$ cat src/rtl/exu_lsu_ctrl.sv
// Load/store controller: forwards AGU commands to the DTCM, tracks outstanding requests
// in order, and aligns/extends load responses for write-back.
module exu_lsu_ctrl #(
  parameter int unsigned XLEN       = 32,
  parameter int unsigned DTCM_AW    = 16,
  parameter int unsigned ITAG_W     = 2,
  parameter int unsigned OUTS_DEPTH = 2,
  localparam int unsigned CW        = $clog2(OUTS_DEPTH + 1),
  localparam int unsigned PW        = $clog2(OUTS_DEPTH)
) (
  input  logic                clk,
  input  logic                rst,
  input  logic                agu_cmd_valid,
  output logic                agu_cmd_ready,
  input  logic [DTCM_AW-1:0]  agu_cmd_addr,
  input  logic                agu_cmd_read,
  input  logic [XLEN-1:0]     agu_cmd_wdata,
  input  logic [XLEN/8-1:0]   agu_cmd_wmask,
  input  logic [ITAG_W-1:0]   agu_cmd_itag,
  input  logic [1:0]          agu_cmd_size,
  input  logic                agu_cmd_usign,
  output logic                dtcm_cmd_valid,
  input  logic                dtcm_cmd_ready,
  output logic [DTCM_AW-1:0]  dtcm_cmd_addr,
  output logic                dtcm_cmd_read,
  output logic [XLEN-1:0]     dtcm_cmd_wdata,
  output logic [XLEN/8-1:0]   dtcm_cmd_wmask,
  input  logic                dtcm_rsp_valid,
  output logic                dtcm_rsp_ready,
  input  logic [XLEN-1:0]     dtcm_rsp_rdata,
  input  logic                dtcm_rsp_err,
  output logic                lsu_o_valid,
  input  logic                lsu_o_ready,
  output logic [XLEN-1:0]     lsu_o_wbck_wdat,
  output logic [ITAG_W-1:0]   lsu_o_itag,
  output logic                lsu_o_read,
  output logic                lsu_o_err,
  output logic [CW-1:0]       lsu_outs_cnt,
  output logic                lsu_idle,
  output logic                lsu_proto_err
);

  typedef struct packed {
    logic [ITAG_W-1:0] itag;
    logic [1:0]        size;
    logic              usign;
    logic              read;
    logic [1:0]        off;
  } ent_t;

  ent_t          q_mem [OUTS_DEPTH];
  logic [PW-1:0] wr_ptr_q, wr_ptr_d, rd_ptr_q, rd_ptr_d;
  logic [CW-1:0] cnt_q, cnt_d;
  logic          perr_q, perr_d;
  logic          full, empty, push, pop;
  ent_t          head;
  logic [XLEN-1:0] sh_b, sh_h;

  assign full  = (cnt_q == CW'(OUTS_DEPTH));
  assign empty = (cnt_q == '0);

  assign dtcm_cmd_valid = agu_cmd_valid & ~full;
  assign agu_cmd_ready  = dtcm_cmd_ready & ~full;
  assign dtcm_cmd_addr  = agu_cmd_addr;
  assign dtcm_cmd_read  = agu_cmd_read;
  assign dtcm_cmd_wdata = agu_cmd_wdata;
  assign dtcm_cmd_wmask = agu_cmd_wmask;
  assign push           = agu_cmd_valid & agu_cmd_ready;

  // With nothing outstanding, responses are swallowed and flagged as protocol errors.
  assign lsu_o_valid    = ~empty & dtcm_rsp_valid;
  assign dtcm_rsp_ready = empty | lsu_o_ready;
  assign pop            = ~empty & dtcm_rsp_valid & lsu_o_ready;

  assign head       = q_mem[rd_ptr_q];
  assign lsu_o_itag = head.itag;
  assign lsu_o_read = head.read;
  assign lsu_o_err  = dtcm_rsp_err;

  assign sh_b = dtcm_rsp_rdata >> {head.off, 3'b000};
  assign sh_h = dtcm_rsp_rdata >> {head.off[1], 4'b0000};

  always_comb begin
    lsu_o_wbck_wdat = '0;
    if (head.read) begin
      unique case (head.size)
        2'b00:   lsu_o_wbck_wdat = {{(XLEN-8){sh_b[7] & ~head.usign}}, sh_b[7:0]};
        2'b01:   lsu_o_wbck_wdat = {{(XLEN-16){sh_h[15] & ~head.usign}}, sh_h[15:0]};
        default: lsu_o_wbck_wdat = dtcm_rsp_rdata;
      endcase
    end
  end

  always_comb begin
    wr_ptr_d = push ? wr_ptr_q + PW'(1) : wr_ptr_q;
    rd_ptr_d = pop  ? rd_ptr_q + PW'(1) : rd_ptr_q;
    cnt_d    = cnt_q + CW'(push) - CW'(pop);
    perr_d   = perr_q | (empty & dtcm_rsp_valid);
  end

  always_ff @(posedge clk or posedge rst) begin
    if (rst) begin
      wr_ptr_q <= '0;
      rd_ptr_q <= '0;
      cnt_q    <= '0;
      perr_q   <= 1'b0;
    end else begin
      wr_ptr_q <= wr_ptr_d;
      rd_ptr_q <= rd_ptr_d;
      cnt_q    <= cnt_d;
      perr_q   <= perr_d;
    end
  end

  // Entry payload needs no reset: it is only observed once the count covers it.
  always_ff @(posedge clk) begin
    if (push) begin
      q_mem[wr_ptr_q] <= '{itag:  agu_cmd_itag,
                           size:  agu_cmd_size,
                           usign: agu_cmd_usign,
                           read:  agu_cmd_read,
                           off:   agu_cmd_addr[1:0]};
    end
  end

  assign lsu_outs_cnt  = cnt_q;
  assign lsu_idle      = empty;
  assign lsu_proto_err = perr_q;

endmodule

$ cat config.mk
export PLATFORM = sky130hd
export DESIGN_NAME = exu_lsu_ctrl
export DESIGN_NICKNAME = d
export VERILOG_FILES = /design/src/rtl/exu_lsu_ctrl.sv
export SDC_FILE = /design/constraint.sdc
export NUM_CORES = 1
export LEC_CHECK = 0
export CAP_MARGIN = 40
export CORE_MARGIN = 5
export CORE_UTILIZATION = 25
export DETAILED_ROUTE_END_ITERATION = 10
export MAX_ROUTING_LAYER = met4
export PLACE_DENSITY = 0.7
export SKIP_LAST_GASP = 1
export SLEW_MARGIN = 30
export SYNTH_ARGS = -nofsm -noshare
export SYNTH_HDL_FRONTEND = slang
export SYNTH_SLANG_ARGS = --single-unit
$ cat constraint.sdc
create_clock -name clk -period 2.85 [get_ports clk]
set_clock_uncertainty 0.2 [all_clocks]
set_input_delay 0.57 -clock clk [delete_from_list [all_inputs] [get_ports clk]]
set_output_delay 0.57 -clock clk [all_outputs]
set_load 0.01 [all_outputs]
==> results of run 1 <==
## per-layer routing
layer,global-route usage,part of all wire,vias up
met5,-,0,-
met4,0.0672,0.042,0
met3,0.0120,0.037,32
met2,0.271,0.60,65
met1,0.115,0.32,838
li1,-,-,873
## critical path, cell delays in order, from the launching register on
cell and delay (ns):
dfrtp_2 0.41, buf_4 0.18, mux2i_1 0.19, buf_4 0.15, mux2_2 0.37, a221oi_4 0.30
buf_12 0.16, buf_12 0.12, a211oi_1 0.05, buf_2 0.15
## state kept, by name, summed over array words and instances, names as in the netlist
name and count:
q_mem 16, lsu_outs_cnt 2, lsu_proto_err 1, rd_ptr_q 1, wr_ptr_q 1
## report_power, final
part	switching [W]	internal [W]
Clock	0.0000873	0.0000970
Sequential	0.0000432	0.000395
Combinational	0.000849	0.000903
## cell families after synthesis
family | Yosys count
buffers and inverters | 67
DFF | 21
muxes | 18
and+or+nand+nor | 49
adders and majority gates | 2
xor gates and xnor gates | 4
AOI/OAI and AO/OA | 54
## synthesized netlist by cell type, drive strengths merged, types with 2 or more instances
cell / count / share of area
xnor2: 3 / 0.013
ha: 2 / 0.013
a221oi: 2 / 0.021
edfxtp: 16 / 0.24
o21ai: 15 / 0.038
dfrtp: 5 / 0.063
nor2: 10 / 0.019
clkbuf: 4 / 0.013
inv: 4 / 0.0076
and2: 3 / 0.0095
mux2: 4 / 0.023
and3: 2 / 0.0063
or2: 8 / 0.025
buf: 59 / 0.22
a211oi: 23 / 0.090
a21oi: 10 / 0.025
mux2i: 13 / 0.066
nand2: 17 / 0.032
or3b: 2 / 0.0089
## path summary, 6_finish.rpt
check	cells past startpoint	slack (ns)	to	startpoint
max	9	-0.25	lsu_o_wbck_wdat[21]	rd_ptr_q
max in group asynchronous	2	1.95	rd_ptr_q	rst
max reg2reg	8	0.81	lsu_outs_cnt[1]	lsu_outs_cnt[1]
min	1	0.28	lsu_proto_err	lsu_proto_err
min in group asynchronous	2	0.31	wr_ptr_q	rst
min reg2reg	1	0.28	lsu_proto_err	lsu_proto_err
## what timing repair did
action                                  in CTS  in global routing
pin swaps                                    5                  4
cloned                                       0                  1
buffers inserted                             7                  3
endpoints found under the setup margin      32                 33
gates resized for setup                    139                 20
hold buffers                                 0                  0
## through the flow
stage / util / power (W)
finish: 0.380 / 0.00238
global route: 0.380 / 0.00254
CTS: 0.367 / 0.00230
detailed placement: 0.368 / 0.00215
global placement: 0.368 / 0.00212
floorplan: - / 0.00132
## layout make-up
cell class                      count  area [um2]
Fill cell                         769        4790
Timing Repair Buffer              138        1170
Multi-Input combinational cell    127         970
Sequential cell                    21         607
Tap cell                          102         128
Clock buffer                        3        41.3
Inverter                            4        15.0
Clock inverter                      1        5.00
==> results by group, run 1 <==
Timing
  • Minimum clock period: 3.10 ns
  • Slew Viols, Final: 0
  • Hold_ws: about 0.28 ns
  • Slew of the pin with the lowest slew margin: 0.677 ns
  • Post-Route Setup TNS: -4.85 ns
  • Fin crit share: 1.09
  • Hold Fails Final Rpt: 0
  • Setup ws final: -0.250 ns
  • Final Setup Violations: 29
  • Fmax: about 0.32 GHz
  • Setup repair after global routing missed its margin: yes
  • Slew HR: 0.548

Place
  • Post-DP Area: about 2800 um2
  • Dpl hpwl: roughly 5.6 mm
  • Placed Cells: between 300 and 400
  • Final GP Congestion: between 0.7 and 0.8
  • IO Port Bufs: just over 90
  • DP Worst Slack: -0.525 ns

CTS
  • TritonCTS Buffers: 3
  • Clock Latency Late Sink: roughly 0.25 ns
  • CTS H-tree depth: 1
  • CTS sink count: 21
  • Max clock buf depth: 2
  • Root Driver: clkbuf_8
  • Clock transition at path regs: approximately 0.070 ns
  • CTS tree: built

Floorplanning
  • Die width: between 90 and 100 um
  • Starting Density: 0.256
  • FP Rows: 32
  • Core area: between 7000 and 8000 um2
  • Die Area: just under 10,000 um2
  • Top-Level Pins: 194
  • DIE HEIGHT: 99.0 um

Synthesis
  • FFs w/ async S/R, synth: 0.238
  • Simple-gate portion of the synthesized area: 0.127
  • Sequential area share after synthesis: 0.306
  • Post-Syn Instances: approximately 220
  • Mux cell area share after synthesis: 0.0999
  • Synth Area in Compound Gates: 0.193
  • EDFF count, synth: 16
  • Yosys reg bits: 21
  • Top_reg_cell synth: edfxtp_1
  • Avg Cell Area, Syn: around 9.2 um2
  • Post-synthesis cell type count: 37
  • Adder-cell share of the synthesized area: 0.0127
  • Largest family of logic cells by synthesized area: buffers and inverters
  • Xor/xnor share of the synthesized area: 0.0177
  • Ys Warns: 0
  • Synthesized area: roughly 2000 um2
  • Net count after synthesis: around 310

Finish
  • Area grow syn2layout: 48.6%
  • Commonest non-fill, non-tap cell in the layout: clkdlybuf4s50_1
  • Post-layout net count: between 300 and 400
  • Layout cells sized above 1: 0.408
  • Fin area: between 2000 and 3000 um2
  • Finished Layout Cells: between 300 and 400
  • N_diodes: 0
  • Commonest non-fill, non-tap cells in the layout: clkdlybuf4s50_1, buf_4, buf_2, nand2_1, edfxtp_1

Run status
  • Violated checks: setup timing
  • Status: finished, violations left

Pwr
  • Max VDD drop: between 0.4 and 0.5 mV
  • Power Density: between 800 and 900 nW/um2
  • Static Leakage: 1.21 nW

Route
  • Drt drc: 0
  • Iter 0 DRT Violations: 53
  • Wirelength, routed: 6.73 mm
  • Total number of vias: approximately 1,800
  • Routed WL per cell: 17.0 um
  • Routed vias/inst: around 4.6
  • Detail Route Antenna Nets: 0
  • First-pass DRT Iterations: 4

Critical path
  • CP Data Arrival Time: around 2.3 ns
  • Setup crit end kind: primary output
  • Worst-path fanout max: 8
  • Classification of the worst setup path: reg2out
  • Critical Path Start Type: flip-flop
  • WP data required: roughly 2.1 ns

Global route
  • GRT Util Overall: 0.132
  • First-pass GRT wire length: 9.92 mm
  • Total gr overflow: 0
  • Vias in the first global route: approximately 2,000
  • Pin count of the biggest net entering global routing: 18
  • Initial antenna violation count: 0

Min path
  • Hold/Removal Path Class: reg2reg

Job
  • Max cap viols: 0
Note: power is estimated with default switching activity, not from simulation.
==> run 2, diff against run 1 <==
--- a/config.mk
+++ b/config.mk
@@ -6,6 +6,7 @@
 export NUM_CORES = 1
 export LEC_CHECK = 0
 export CAP_MARGIN = 40
+export CORE_ASPECT_RATIO = 1.2
 export CORE_MARGIN = 5
 export CORE_UTILIZATION = 25
 export DETAILED_ROUTE_END_ITERATION = 10
==> constraint.sdc (replaced) <==
create_clock -name clk -period 3.1 [get_ports clk]
set_clock_uncertainty 0.2 [all_clocks]
set_input_delay 0.62 -clock clk [delete_from_list [all_inputs] [get_ports clk]]
set_output_delay 0.62 -clock clk [all_outputs]
set_load 0.01 [all_outputs]
==> run 2 against run 1 <==
The flow still finishes with violations (setup timing). Register-to-register slack gained 0.29 ns. Flip-flop and latch count stayed put. Sequential share of layout area grew 0.30 points. Global-route usage rose by 1.3 points. Setup slack better by 0.11 ns. Die area is essentially flat. Largest cell class unchanged. Highest routed layer unchanged.
==> results by group, run 2 (synthesis results as in run 1) <==
Route
  • Metal3 WL: 644 um (+160%)
  • Drt drc: 0 (unchanged)
  • Routed vias/inst: 4.82 (+5.6%)
  • DR top layer: met4
  • Wirelength, routed: 7.43 mm (+10%)
  • First-pass DRT Iterations: 4 (unchanged)
  • DR WL met2: 3.79 mm (-5.7%)
  • Detail Route Antenna Nets: 0 (unchanged)
  • Iter 0 DRT Violations: 96 (+81%)
  • Routed WL per cell: 19.3 um (+14%)
  • Met1 Routed Length: 2.51 mm (+15%)
  • Total number of vias: 1,851 (+2.4%)

Timing
  • Setup repair after global routing missed its margin: yes
  • Slew HR: 0.519 (-0.0289)
  • Final Setup Violations: 20 (-31%)
  • Setup ws final: -0.139 ns (+0.110 ns)
  • Slew Viols, Final: 0 (unchanged)
  • Minimum clock period: about 3.2 ns
  • Fin crit share: 1.04
  • Hold Fails Final Rpt: 0 (unchanged)
  • Fmax: 0.309 GHz
  • Hold_ws: 0.267 ns (-0.00954 ns)
  • Slew of the pin with the lowest slew margin: 0.721 ns (+0.0433 ns)

Critical path
  • Crit path buf inv count: 5 (unchanged)
  • Cell family with most CP delay: buffers and inverters
  • Worst r2r path cells: 8 (unchanged)
  • Critical path cell sequence: buf_6 -> mux2i_1 -> buf_4 -> mux4_2 -> a221oi_4 -> buf_6 -> buf_6 -> a211oi_1 -> buf_2
  • Setup crit end kind: primary output
  • Critical Path Start Type: flip-flop
  • Worst R2R End: lsu_outs_cnt[1]
  • Classification of the worst setup path: reg2out
  • CP most frequent cell: buf_6
  • Critical Path Slowest Stage Cell: mux4_2
  • Worst-path fanout max: 5 (-3)
  • CP Data Arrival Time: 2.42 ns (+0.09 ns)
  • Reg-to-Reg Start: lsu_outs_cnt[1]
  • Reg2reg setup slack: 1.10 ns (+0.29 ns)
  • Worst path max stage delay: 0.54 ns (+0.13 ns)
  • WP data required: 2.28 ns (+0.20 ns)

Place
  • Dpl hpwl: 6.08 mm (+9.0%)
  • Final GP Congestion: 0.795 (+0.43%)
  • DP Worst Slack: -0.411 ns (+0.114 ns)
  • Post-DP Area: 2800 um2 (-1.6%)
  • IO Port Bufs: 91 (unchanged)

Finish
  • Commonest non-fill, non-tap cell in the layout: clkdlybuf4s50_1
  • Fin area: 2890 um2 (-1.6%)
  • Filler cells: 788 (+2.5%)
  • Commonest non-fill, non-tap cells in the layout: clkdlybuf4s50_1, buf_4, buf_2, nand2_1, edfxtp_1
  • Post-layout net count: 392 (-0.51%)
  • N_diodes: 0 (unchanged)
  • Final Util: 0.375 (-0.00518)
  • Biggest register: q_mem
  • Layout cells sized above 1: 0.401 (-0.00748)
  • Area grow syn2layout: 46.2%
  • Max reg flops: 16 (unchanged)

Run status
  • Status: finished, violations left
  • Violated checks: setup timing

Floorplanning
  • Starting Density: 0.257 (+0.000665)
  • FP Rows: 35 (+9.4%)
  • DIE HEIGHT: 107 um (+8.6%)
  • Core area: 7710 um2 (-0.26%)
  • Die Area: 9800 um2 (about the same)
  • Die width: 91.2 um (-7.8%)
  • Top-Level Pins: 194 (unchanged)

Pwr
  • Power Density: 750 nW/um2 (-7.2%)
  • Max VDD drop: 0.468 mV (+7.9%)
  • Power Total: 0.00217 W (-8.7%)
  • Static Leakage: 1.19 nW (-1.1%)

CTS
  • CTS sink count: 21 (unchanged)
  • Root Driver: clkbuf_8
  • CTS H-tree depth: 1 (unchanged)
  • TritonCTS Buffers: 3 (unchanged)
  • CTS Hold Bufs: 0 (unchanged)
  • Max clock buf depth: 2 (unchanged)
  • Clock transition at path regs: 0.07 ns (about the same)
  • Clock Latency Late Sink: 0.25 ns (about the same)
  • CTS tree: built

Min path
  • Hold EP: lsu_proto_err
  • Worst Hold Path Cells: 1 (unchanged)
  • HP Start: lsu_proto_err
  • Hold/Removal Path Class: reg2reg

Global route
  • First-pass GRT wire length: 10.8 mm (+9.0%)
  • Vias in the first global route: 2,023 (+4.0%)
  • Total gr overflow: 0 (unchanged)
  • GRT Util Overall: 0.144 (+0.0126)
  • Initial antenna violation count: 0 (unchanged)
  • Pin count of the biggest net entering global routing: 18 (unchanged)

Job
  • Max cap viols: 0 (unchanged)
run 2: metal layers:
metal | track usage | vias up
met4 | 0.0954 | 0
met2 | 0.250 | 80
met1 | 0.139 | 852
met5 | - | -
met3 | 0.0413 | 48
li1 | - | 871
run 2: worst register-to-register path, delay by kind of cell (launching register included):
family	cells	cell delay (ns)
simple gates	3	0.52
fa+ha+maj	2	0.46
flops	1	0.42
xor+xnor	2	0.29
buf+inv	1	0.04
run 2: layout make-up:
class	count	area, um2	area share
Multi-Input combinational cell	127	980	0.339
Tap cell	92	115	0.0398
Inverter	4	15.0	0.00519
Sequential cell	21	606	0.209
Timing Repair Buffer	136	1130	0.391
Clock buffer	4	45.0	0.0156
run 2: timing repair:
action	4_1_cts	5_1_grt
gates cloned	1	0
gates resized for setup	138	27
pin swaps	6	4
buffers inserted	10	1
hold endpoints to repair	0	0
endpoints found under the setup margin	32	32
run 2: report_power, final:
| part | switching [W] | leakage (nW) | total [W] | internal [W] |
|---|---|---|---|---|
| clock | 0.0000751 | 0.0228 | 0.000166 | 0.0000911 |
| combinational | 0.000805 | 0.970 | 0.00160 | 0.000799 |
| sequential | 0.0000364 | 0.202 | 0.000399 | 0.000362 |
| total | 0.000917 | 1.19 | 0.00217 | 0.00125 |
run 2: metrics by stage:
step           TNS [ns]  std cells
2_1_floorplan         0        215
3_3_place_gp      -7.88        370
3_5_place_dp      -9.07        370
4_1_cts           -3.37        385
5_1_grt           -5.94        384
6_report          -2.10        384
run 2: worst max-delay path by stage:
| stage | cells past startpoint | end | start |
|---|---|---|---|
| final | 9 | lsu_o_wbck_wdat[28] | rd_ptr_q |
| after global routing | 9 | lsu_o_wbck_wdat[21] | rd_ptr_q |
| after CTS | 9 | lsu_o_wbck_wdat[20] | rd_ptr_q |
| after detailed placement | 6 | lsu_o_wbck_wdat[24] | dtcm_rsp_rdata[7] |
| after global placement | 6 | lsu_o_wbck_wdat[24] | dtcm_rsp_rdata[7] |
| after floorplan | 6 | lsu_o_wbck_wdat[22] | rd_ptr_q |
==> run 3, diff against run 2 <==
==> constraint.sdc (replaced) <==
create_clock -name clk -period 3.1 [get_ports clk]
set_clock_uncertainty 0.2 [all_clocks]
set_input_delay 0.62 -clock clk [delete_from_list [all_inputs] [get_ports clk]]
set_output_delay 0.62 -clock clk [all_outputs]
set_load 0.1 [all_outputs]
==> run 3 against run 2 <==
The run still ends with setup timing left. Total power is 120% higher. Clock power is 3% lower. First-iteration DRC count is 33% lower. Via count is 5.7% lower. Critical path depth is 2 lower.
==> results by group, run 3 (synthesis results as in run 1) <==
Route
  • Drt drc: 0 (unchanged)
  • Iter 0 DRT Violations: 64 (-33%)
  • First-pass DRT Iterations: 4 (unchanged)
  • Wirelength, routed: 6.27 mm (-16%)
  • Routed vias/inst: 4.73 (-1.8%)
  • Routed WL per cell: 17.0 um (-12%)
  • Detail Route Antenna Nets: 0 (unchanged)
  • Total number of vias: 1,746 (-5.7%)

Timing
  • Slew of the pin with the lowest slew margin: 0.636 ns (-0.0848 ns)
  • Setup ws final: -0.173 ns (-0.0342 ns)
  • Hold Fails Final Rpt: 0 (unchanged)
  • Slew Viols, Final: 0 (unchanged)
  • Fmax: 0.305 GHz (-1.0%)
  • Slew HR: 0.574 (+0.0549)
  • Setup repair after global routing missed its margin: yes
  • Final Setup Violations: 24 (+20%)
  • Fin crit share: 1.06 (+0.0110)
  • Minimum clock period: 3.27 ns (+0.0342 ns)

Finish
  • Final Util: 0.484 (+0.109)
  • Post-layout net count: 375 (-4.3%)
  • Area grow syn2layout: 88.6%
  • Commonest non-fill, non-tap cell in the layout: buf_12
  • Max reg flops: 16 (unchanged)
  • Filler cells: 676 (-14%)
  • Finished Layout Cells: 369 (-3.9%)
  • Layout cells sized above 1: 0.527 (+0.127)
  • Commonest non-fill, non-tap cells in the layout: buf_12, clkdlybuf4s50_1, buf_4, a211oi_4, nand2_1
  • Biggest register: q_mem

Pwr
  • Pint: 0.00192 W (+53%)
  • Logic pwr share: 0.877 (+0.138)
  • Net switching power: 0.00276 W (+200%)
  • Clk pwr share: 0.035 (-0.042)
  • Power Total: 0.00468 W (+120%)
  • Power Density: 1250 nW/um2 (+67%)
  • Static Leakage: 1.36 nW (+14%)
  • Switching share of power: 0.590 (+0.168)
  • Max VDD drop: 0.890 mV (+90%)
  • Reg power frac: 0.088 (-0.096)

Critical path
  • CP Data Arrival Time: 2.45 ns (+0.03 ns)
  • Worst R2R End: lsu_outs_cnt[1]
  • Worst path max stage delay: 0.58 ns (+0.04 ns)
  • Critical Path Slowest Stage Cell: mux4_2
  • WP data required: 2.28 ns (about the same)
  • Classification of the worst setup path: reg2out
  • Worst r2r path cells: 8 (unchanged)
  • Reg-to-Reg Start: lsu_outs_cnt[0]
  • Worst-path fanout max: 4 (-1)
  • Reg2reg setup slack: 1.13 ns (+0.03 ns)
  • Critical Path Start Type: flip-flop
  • Setup crit end kind: primary output
  • Critical path cell sequence: mux2i_2 -> mux4_2 -> a221oi_4 -> buf_6 -> clkbuf_16 -> a211oi_4 -> buf_12

Floorplanning
  • Top-Level Pins: 194 (unchanged)
  • Starting Density: 0.257 (unchanged)
  • Die Area: 9800 um2 (unchanged)
  • Die width: 91.2 um (unchanged)
  • Core area: 7710 um2 (unchanged)
  • FP Rows: 35 (unchanged)
  • DIE HEIGHT: 107 um (unchanged)

CTS
  • CTS sink count: 21 (unchanged)
  • Max clock buf depth: 2 (unchanged)
  • Clock transition at path regs: 0.06 ns (about the same)
  • Clock Latency Late Sink: 0.24 ns (about the same)
  • TritonCTS Buffers: 3 (unchanged)
  • CTS Hold Bufs: 0 (unchanged)
  • Root Driver: clkbuf_8
  • CTS tree: built
  • CTS H-tree depth: 1 (unchanged)

Min path
  • HP Start: lsu_proto_err
  • Hold EP: lsu_proto_err
  • Worst Hold Path Cells: 1 (unchanged)
  • Hold/Removal Path Class: reg2reg

Global route
  • Total gr overflow: 0 (unchanged)
  • Pin count of the biggest net entering global routing: 21 (+3)
  • Vias in the first global route: 1,888 (-6.7%)
  • First-pass GRT wire length: 9.74 mm (-10%)
  • Initial antenna violation count: 2 (+2)
  • GRT Util Overall: 0.123 (-0.0208)

Job
  • Max cap viols: 0 (unchanged)

Place
  • Placed Cells: 351 (-5.1%)
  • Dpl hpwl: 5.12 mm (-16%)
  • Final GP Congestion: 0.766 (-3.6%)
  • IO Port Bufs: 91 (unchanged)

Run status
  • Violated checks: setup timing
  • Status: finished, violations left
## run 3: cell count changes in the layout (fill, tap and decap cells not counted), moves of 7 or more
cell,delta
buf_12,+42
buf_2,-29
a211oi_4,+23
clkdlybuf4s50_1,-18
a211oi_1,-14
buf_4,-11
a211oi_2,-9
a21oi_4,+8
a21oi_2,-7
## run 3: critical path: cells and delay by family, from the launching register on
family                 cells  cell delay [ns]
AO/OA/AOI/OAI              2             0.41
multiplexers               2             0.86
flip-flops                 1             0.42
buffers and inverters      3             0.52
## run 3: power by group through the flow
stage	Sequential (W)	Combinational [W]	Clock, W
finish	0.000413	0.00410	0.000161
global route	0.000422	0.00423	0.000183
CTS	0.000415	0.00410	0.000166
detailed placement	0.000418	0.00396	0
global placement	0.000415	0.00392	0
floorplan	0.000504	0.00299	0
## run 3: area by class of cell
type                       count  area [um2]  share of cell area
clock buffer                   3        41.3              0.0111
multi-input combinational    127        1380               0.370
timing repair buffer         119        1560               0.419
tap                           92         115              0.0309
clock inverter                 1        5.00             0.00134
sequential                    21         607               0.163
antenna                        2        5.00             0.00134
inverter                       4        15.0             0.00403
## run 3: worst max path at each step
stage,from,end,slack (ns),depth (start not counted)
after detailed placement,dtcm_rsp_rdata[23],lsu_o_wbck_wdat[22],-0.22,6
after global routing,rd_ptr_q,lsu_o_wbck_wdat[25],-0.26,7
final,rd_ptr_q,lsu_o_wbck_wdat[25],-0.17,7
after floorplan,rd_ptr_q,lsu_o_wbck_wdat[22],-0.19,6
after CTS,rd_ptr_q,lsu_o_wbck_wdat[22],-0.16,8
after global placement,dtcm_rsp_rdata[23],lsu_o_wbck_wdat[22],-0.19,6
## run 3: per-layer routing
layer  GRT usage  part of all wire
met1       0.144              0.39
met2       0.212              0.52
met3      0.0371             0.080
met4      0.0210             0.010
met5           -                 0
## run 3: stage by stage
stage / instance area, um2 / setup WS, ns / hold slack [ns] / setup TNS, ns
after floorplan: 2470 / -0.189 / 0.198 / -2.39
after global placement: 3530 / -0.186 / 0.248 / -3.40
after detailed placement: 3530 / -0.217 / 0.250 / -3.89
after CTS: 3680 / -0.161 / 0.265 / -2.38
after global routing: 3730 / -0.256 / 0.275 / -5.45
final: 3730 / -0.173 / 0.262 / -3.06
## run 3: repair_timing
| action | CTS | global route |
|---|---|---|
| gates resized for setup | 18 | 8 |
| pin swaps | 2 | 9 |
| setup endpoints to repair | 31 | 31 |
| buffers inserted | 7 | 4 |
| cloned | 1 | 1 |
